[src/rtl/s35932_sig_scheduler.sv]
// Round-robin scheduler that grants one requester at a time, folds its beats into a shared
// rotate-XOR signature and publishes one signature (or an abort pulse) per packet.
module s35932_sig_scheduler #(
    parameter int N_REQ    = 4,
    parameter int W        = 32,
    parameter int MAX_IDLE = 15
) (
    input  logic               CK,
    input  logic               RESET,
    input  logic               TM0,
    input  logic               TM1,
    input  logic [N_REQ-1:0]   REQ_VALID,
    input  logic [N_REQ*W-1:0] REQ_DATA,
    input  logic [N_REQ-1:0]   REQ_LAST,
    output logic [N_REQ-1:0]   GNT,
    output logic [W-1:0]       SIG_OUT,
    output logic               SIG_VALID,
    output logic [2:0]         SIG_OWNER,
    output logic               ABORT
);

    typedef enum logic [2:0] {
        S_IDLE,
        S_ARB,
        S_BUSY,
        S_DONE,
        S_ABT
    } state_e;

    localparam logic [7:0] MAX_IDLE_C = 8'(MAX_IDLE);

    state_e           state_q;
    logic [2:0]       rr_q;
    logic [2:0]       owner_q;
    logic [7:0]       idle_q;
    logic [W-1:0]     acc_q;
    logic [W-1:0]     acc_d;
    logic [N_REQ-1:0] gnt_q;
    logic [W-1:0]     sig_q;
    logic             sigValid_q;
    logic [2:0]       sigOwner_q;
    logic             abort_q;

    logic [7:0]       validExt;
    logic [7:0]       lastExt;
    logic [W-1:0]     dataArr [8];
    logic [3:0]       cand;
    logic [2:0]       pickIdx;
    logic             pickFound;
    logic [2:0]       nextRr;
    logic [W-1:0]     beat;
    logic             beatAccepted;
    logic             idleExpired;

    // Requester lanes are widened to eight so a 3-bit owner index always addresses a real slot.
    assign validExt = 8'(REQ_VALID);
    assign lastExt  = 8'(REQ_LAST);

    for (genvar g = 0; g < 8; g++) begin : gen_lane
        if (g < N_REQ) begin : gen_used
            assign dataArr[g] = REQ_DATA[g*W +: W];
        end else begin : gen_unused
            assign dataArr[g] = '0;
        end
    end

    // Highest-to-lowest scan so the candidate nearest the rr pointer is the one that sticks.
    always_comb begin
        cand      = '0;
        pickIdx   = '0;
        pickFound = 1'b0;
        for (int k = N_REQ - 1; k >= 0; k--) begin
            cand = {1'b0, rr_q} + 4'(k);
            if (cand >= 4'(N_REQ)) begin
                cand = cand - 4'(N_REQ);
            end
            if (validExt[cand[2:0]]) begin
                pickFound = 1'b1;
                pickIdx   = cand[2:0];
            end
        end
    end

    assign beat         = dataArr[owner_q] ^ {{(W-1){1'b0}}, TM1};
    assign acc_d        = TM0 ? ({acc_q[W-2:0], acc_q[W-1]} ^ beat) : beat;
    assign beatAccepted = validExt[owner_q];
    assign idleExpired  = (idle_q + 8'd1) == MAX_IDLE_C;
    assign nextRr       = (owner_q == 3'(N_REQ - 1)) ? 3'd0 : owner_q + 3'd1;

    always_ff @(posedge CK) begin
        if (!RESET) begin
            state_q    <= S_IDLE;
            rr_q       <= '0;
            owner_q    <= '0;
            idle_q     <= '0;
            acc_q      <= '0;
            gnt_q      <= '0;
            sig_q      <= '0;
            sigValid_q <= 1'b0;
            sigOwner_q <= '0;
            abort_q    <= 1'b0;
        end else begin
            sigValid_q <= 1'b0;
            abort_q    <= 1'b0;
            case (state_q)
                S_IDLE: begin
                    if (|REQ_VALID) begin
                        state_q <= S_ARB;
                    end
                end
                S_ARB: begin
                    if (pickFound) begin
                        owner_q <= pickIdx;
                        gnt_q   <= N_REQ'(8'd1 << pickIdx);
                        acc_q   <= '0;
                        idle_q  <= '0;
                        state_q <= S_BUSY;
                    end else begin
                        state_q <= S_IDLE;
                    end
                end
                // Grant holds until the owner's LAST beat or until it stalls too long.
                S_BUSY: begin
                    if (beatAccepted) begin
                        acc_q  <= acc_d;
                        idle_q <= '0;
                        if (lastExt[owner_q]) begin
                            gnt_q   <= '0;
                            state_q <= S_DONE;
                        end
                    end else if (idleExpired) begin
                        gnt_q   <= '0;
                        state_q <= S_ABT;
                    end else begin
                        idle_q <= idle_q + 8'd1;
                    end
                end
                S_DONE: begin
                    sig_q      <= acc_q;
                    sigOwner_q <= owner_q;
                    sigValid_q <= 1'b1;
                    rr_q       <= nextRr;
                    state_q    <= S_IDLE;
                end
                S_ABT: begin
                    abort_q <= 1'b1;
                    rr_q    <= nextRr;
                    state_q <= S_IDLE;
                end
                default: begin
                    state_q <= S_IDLE;
                end
            endcase
        end
    end

    assign GNT       = gnt_q;
    assign SIG_OUT   = sig_q;
    assign SIG_VALID = sigValid_q;
    assign SIG_OWNER = sigOwner_q;
    assign ABORT     = abort_q;

endmodule

[config.mk]
export PLATFORM = sky130hd
export DESIGN_NAME = s35932_sig_scheduler
export DESIGN_NICKNAME = d
export VERILOG_FILES = /design/src/rtl/s35932_sig_scheduler.sv
export SDC_FILE = /design/constraint.sdc
export NUM_CORES = 1
export LEC_CHECK = 0
export ABC_CLOCK_PERIOD_IN_PS = 3500
export CORE_ASPECT_RATIO = 1.4
export CORE_UTILIZATION = 47
export DETAILED_ROUTE_END_ITERATION = 7
export GPL_TIMING_DRIVEN = 0
export MAX_ROUTING_LAYER = met4
export PLACE_DENSITY = 0.8
export SLEW_MARGIN = 25
export SYNTH_ARGS = -nofsm -noshare
export SYNTH_HDL_FRONTEND = slang
export SYNTH_SLANG_ARGS = --single-unit
[constraint.sdc]
create_clock -name CK -period 3.5 [get_ports CK]
set_input_delay 0.7 -clock CK [delete_from_list [all_inputs] [get_ports CK]]
set_output_delay 0.7 -clock CK [all_outputs]
set_load 0.01 [all_outputs]
==> results_dict.tcl <==
set metrics [dict create \
    run_status "finished clean" \
    synth-async-reset-ratio_pct 0 \
    postSynthCellCount 614 \
    cts.repair_timing.setup_buffer_count 0 \
    combinationalPowerShare_pct 31.3 \
    insertion_delay_ns 0.35 \
    antenna_cells_inserted 0 \
    worst_hold_startpoint "SIG_OUT[17]" \
    net-switching-power_w 0.000905 \
    rows 45 \
    max_slew.worst_pin.slew_ns 0.789 \
    synth_top_area_share_pct 33.4 \
    report.final.hold_viol_count 0 \
    core_region_area_sq_um 11000 \
    post-synth-top-count-cell "sky130_fd_sc_hd__nand2_1" \
    timing.reg2reg.worst_path_depth 10 \
    area_of_the_mapped_netlist_sq_um 5390 \
    endpoint_kind "flop" \
    min_path_type "reg2reg" \
    ys.warnings.count 0 \
    rsz_0062_raised_after_global_routing "false" \
    synth-edff-count 0 \
    detailedPlacementHpwl_mm 12.3 \
    grt.overflow.total 0 \
    maximum_fanout_along_the_worst_path 10 \
    peakVddDrop_uv 236 \
    max_cap_violations 0 \
    drc_errors 0 \
    clkSinkCount 90 \
    reg_to_reg_slack_setup_ns 0.44 \
    synth-seq-cells 90 \
    clk_pin_slew_ns 0.07 \
    number_of_antenna_violations_at_the_first_check_in_global_routing 0 \
    ctsRootBufferMaster "sky130_fd_sc_hd__clkbuf_16" \
    grt_pass1_wl_mm 26.0 \
    areal_power_density_over_the_cells_nw_per_um2 381 \
    fmaxAchievable_ghz 0.326 \
    placement.io_buffers 177 \
    syn_area_per_cell_sq_um 8.77 \
    drt-pass1-iter-count 5 \
    finalCoreUtilization_pct 69.3 \
    data_required_time_of_the_worst_path_ns 3.73 \
    worst_ep_arrival_time_ns 3.30 \
    final_min_period_over_clock_period_pct 87.6 \
    power.share.sequential_pct 37.4 \
    synth.lib_cells_used.distinct 60 \
    worst_r2r_endpoint "acc_q[22]" \
    final_period_demand_of_the_worst_path_ns 3.06 \
    ctsResizeCount 0 \
    initial_utilization_pct 49.1 \
    cts_made_buffers 9 \
    gr-usage-all-layers_pct 28.5 \
    die_width_um 92.5 \
    setup_viol_count_final 0 \
    ios 181 \
    die_h_um 129 \
    remaining_max_slew_budget_at_the_tightest_pin_pct 47.2 \
    route.antenna.remaining_nets 0 \
    crit-reg2reg-launch "rr_q[1]" \
    power_switching_share_pct 31.2 \
    drt_iter0_drc 317 \
    drive_gt1_share_pct 12.5 \
    synth.area.top_cells "sky130_fd_sc_hd__dfxtp_1, sky130_fd_sc_hd__mux4_2, sky130_fd_sc_hd__nand2_1" \
    design.die.area_sq_um 11900 \
    hold-path-endpoint "SIG_OUT[17]" \
    setup_total_negative_slack_ns 0 \
    clock_tree_from_tritoncts "built" \
    cts-htree-levels 3 \
    share_clk_of_total_power_pct 31.2 \
    finalWirelength_mm 16.0 \
    syn-num-nets 759 \
    clockBufferDepth 2 \
    via_count_of_the_first_global_routing_pass 5543 \
    cell_internal_power_w 0.00199 \
    vias_per_cell 5.70 \
    hold-path-cell-count 2 \
    synth_common_cells "sky130_fd_sc_hd__nand2_1, sky130_fd_sc_hd__dfxtp_1, sky130_fd_sc_hd__a21oi_1" \
    pin_count_of_the_biggest_net_entering_global_routing 15 \
    synth.yosys.seq_area_share_pct 33.4 \
    timing.clock.skew_ns 0.0104 \
    fin_nets 947 \
    num_vias 5400 \
    synth_top_area_cell "sky130_fd_sc_hd__dfxtp_1" \
    timing_worst_setup_path_type "reg2reg" \
    synthToLayoutAreaGrowth_pct 41.2 \
    start_kind "flop" \
    most_used_dff_post_synth "sky130_fd_sc_hd__dfxtp_1" \
    cts_hold_repair.buffers 0 \
    drv_slew 0 \
    reported_leakage_power_nw 2.64 \
    gp_congestion 0.875 \
    route.detailed.wl_per_inst_um 16.8 \
]
## layout make-up
class                           instances  area [sq um]
Inverter                                8          30.0
Fill cell                             897          3370
Sequential cell                        90          1800
Clock buffer                           12           246
Buffer                                 51           235
Clock inverter                          4          27.5
Timing Repair Buffer                  177          1770
Tap cell                              141           176
Multi-Input combinational cell        465          3320
## how the worst max path moves through the flow
stage | startpoint | cells past startpoint | endpoint
detailed placement | REQ_VALID[0] | 7 | acc_q[22]
floorplan | rr_q[1] | 10 | idle_q[1]
global placement | REQ_VALID[0] | 7 | acc_q[17]
CTS | rr_q[1] | 10 | acc_q[22]
finish | rr_q[1] | 10 | acc_q[22]
global route | rr_q[1] | 10 | acc_q[12]
## critical path, cell delays in order (launching register included)
cell and delay (ns):
sky130_fd_sc_hd__dfxtp_1 0.42, sky130_fd_sc_hd__clkbuf_1 0.37, sky130_fd_sc_hd__inv_1 0.08, sky130_fd_sc_hd__ha_1 0.28
sky130_fd_sc_hd__clkbuf_2 0.19, sky130_fd_sc_hd__mux4_2 0.37, sky130_fd_sc_hd__a221oi_4 0.43, sky130_fd_sc_hd__a311oi_4 0.23
sky130_fd_sc_hd__clkbuf_1 0.29, sky130_fd_sc_hd__nand4_1 0.19, sky130_fd_sc_hd__o21ai_2 0.07
## state kept, by name, summed over array words and instances (netlist names)
register,count
ABORT,1
GNT,4
SIG_OUT,32
SIG_OWNER,3
SIG_VALID,1
acc_q,32
idle_q,8
owner_q,3
rr_q,3
state_q,3
## per-layer routing
metal  wire length [um]  GRT usage [%]  vias to the layer above  part of all wire, %
met2               8590           51.8                      201                   54
met3                898           5.02                       37                  5.6
li1                   -              -                     2554                    -
met1               6070           30.5                     2608                   38
met4                393           11.1                        0                  2.5
met5                  0              -                        -                    0
## power by group through the flow
stage | Clock, W | Sequential (W) | Combinational (W)
3_3_place_gp | 0 | 0.00111 | 0.000884
5_1_grt | 0.000959 | 0.00109 | 0.000981
3_5_place_dp | 0 | 0.00111 | 0.000901
6_report | 0.000906 | 0.00109 | 0.000909
4_1_cts | 0.000910 | 0.00109 | 0.000908
2_1_floorplan | 0 | 0.00110 | 0.000593
## cell families (layout without fill, tap and decap cells)
logic type	Yosys count	after routing	synth area share (%)
xor gates and xnor gates	36	36	5.85
buffers and inverters	59	252	4.92
muxes	46	46	16.8
AOI/OAI and AO/OA	116	116	16.4
DFF	90	90	33.4
and+or+nand+nor	262	262	21.5
adders and majority gates	5	5	1.16
## cells in the final DEF (no fill, tap or decap), types with 6 or more instances in the layout
master,synthesis,routed
sky130_fd_sc_hd__dfxtp_1,90,90
sky130_fd_sc_hd__nand4_1,35,35
sky130_fd_sc_hd__nand2_1,174,174
sky130_fd_sc_hd__nor2_1,21,21
sky130_fd_sc_hd__clkbuf_16,0,9
sky130_fd_sc_hd__xor2_1,32,32
sky130_fd_sc_hd__nand2b_1,7,7
sky130_fd_sc_hd__buf_2,6,6
sky130_fd_sc_hd__o21ai_2,31,31
sky130_fd_sc_hd__clkbuf_1,36,38
sky130_fd_sc_hd__mux2i_1,7,7
sky130_fd_sc_hd__mux4_2,35,35
sky130_fd_sc_hd__a21oi_1,38,38
sky130_fd_sc_hd__clkdlybuf4s50_1,0,177
## stage by stage
stage	hold WS [ns]	setup slack [ns]	cells	cell area (sq um)	power, W
final	0.455	0.435	948	7610	0.00290
after global routing	0.468	0.280	948	7610	0.00303
after CTS	0.456	0.458	948	7610	0.00290
after detailed placement	0.447	0.379	932	7340	0.00201
after global placement	0.446	0.476	932	7340	0.00199
after floorplan	0.442	0.891	614	5390	0.00170
Note: power is estimated with default switching activity, not from simulation.
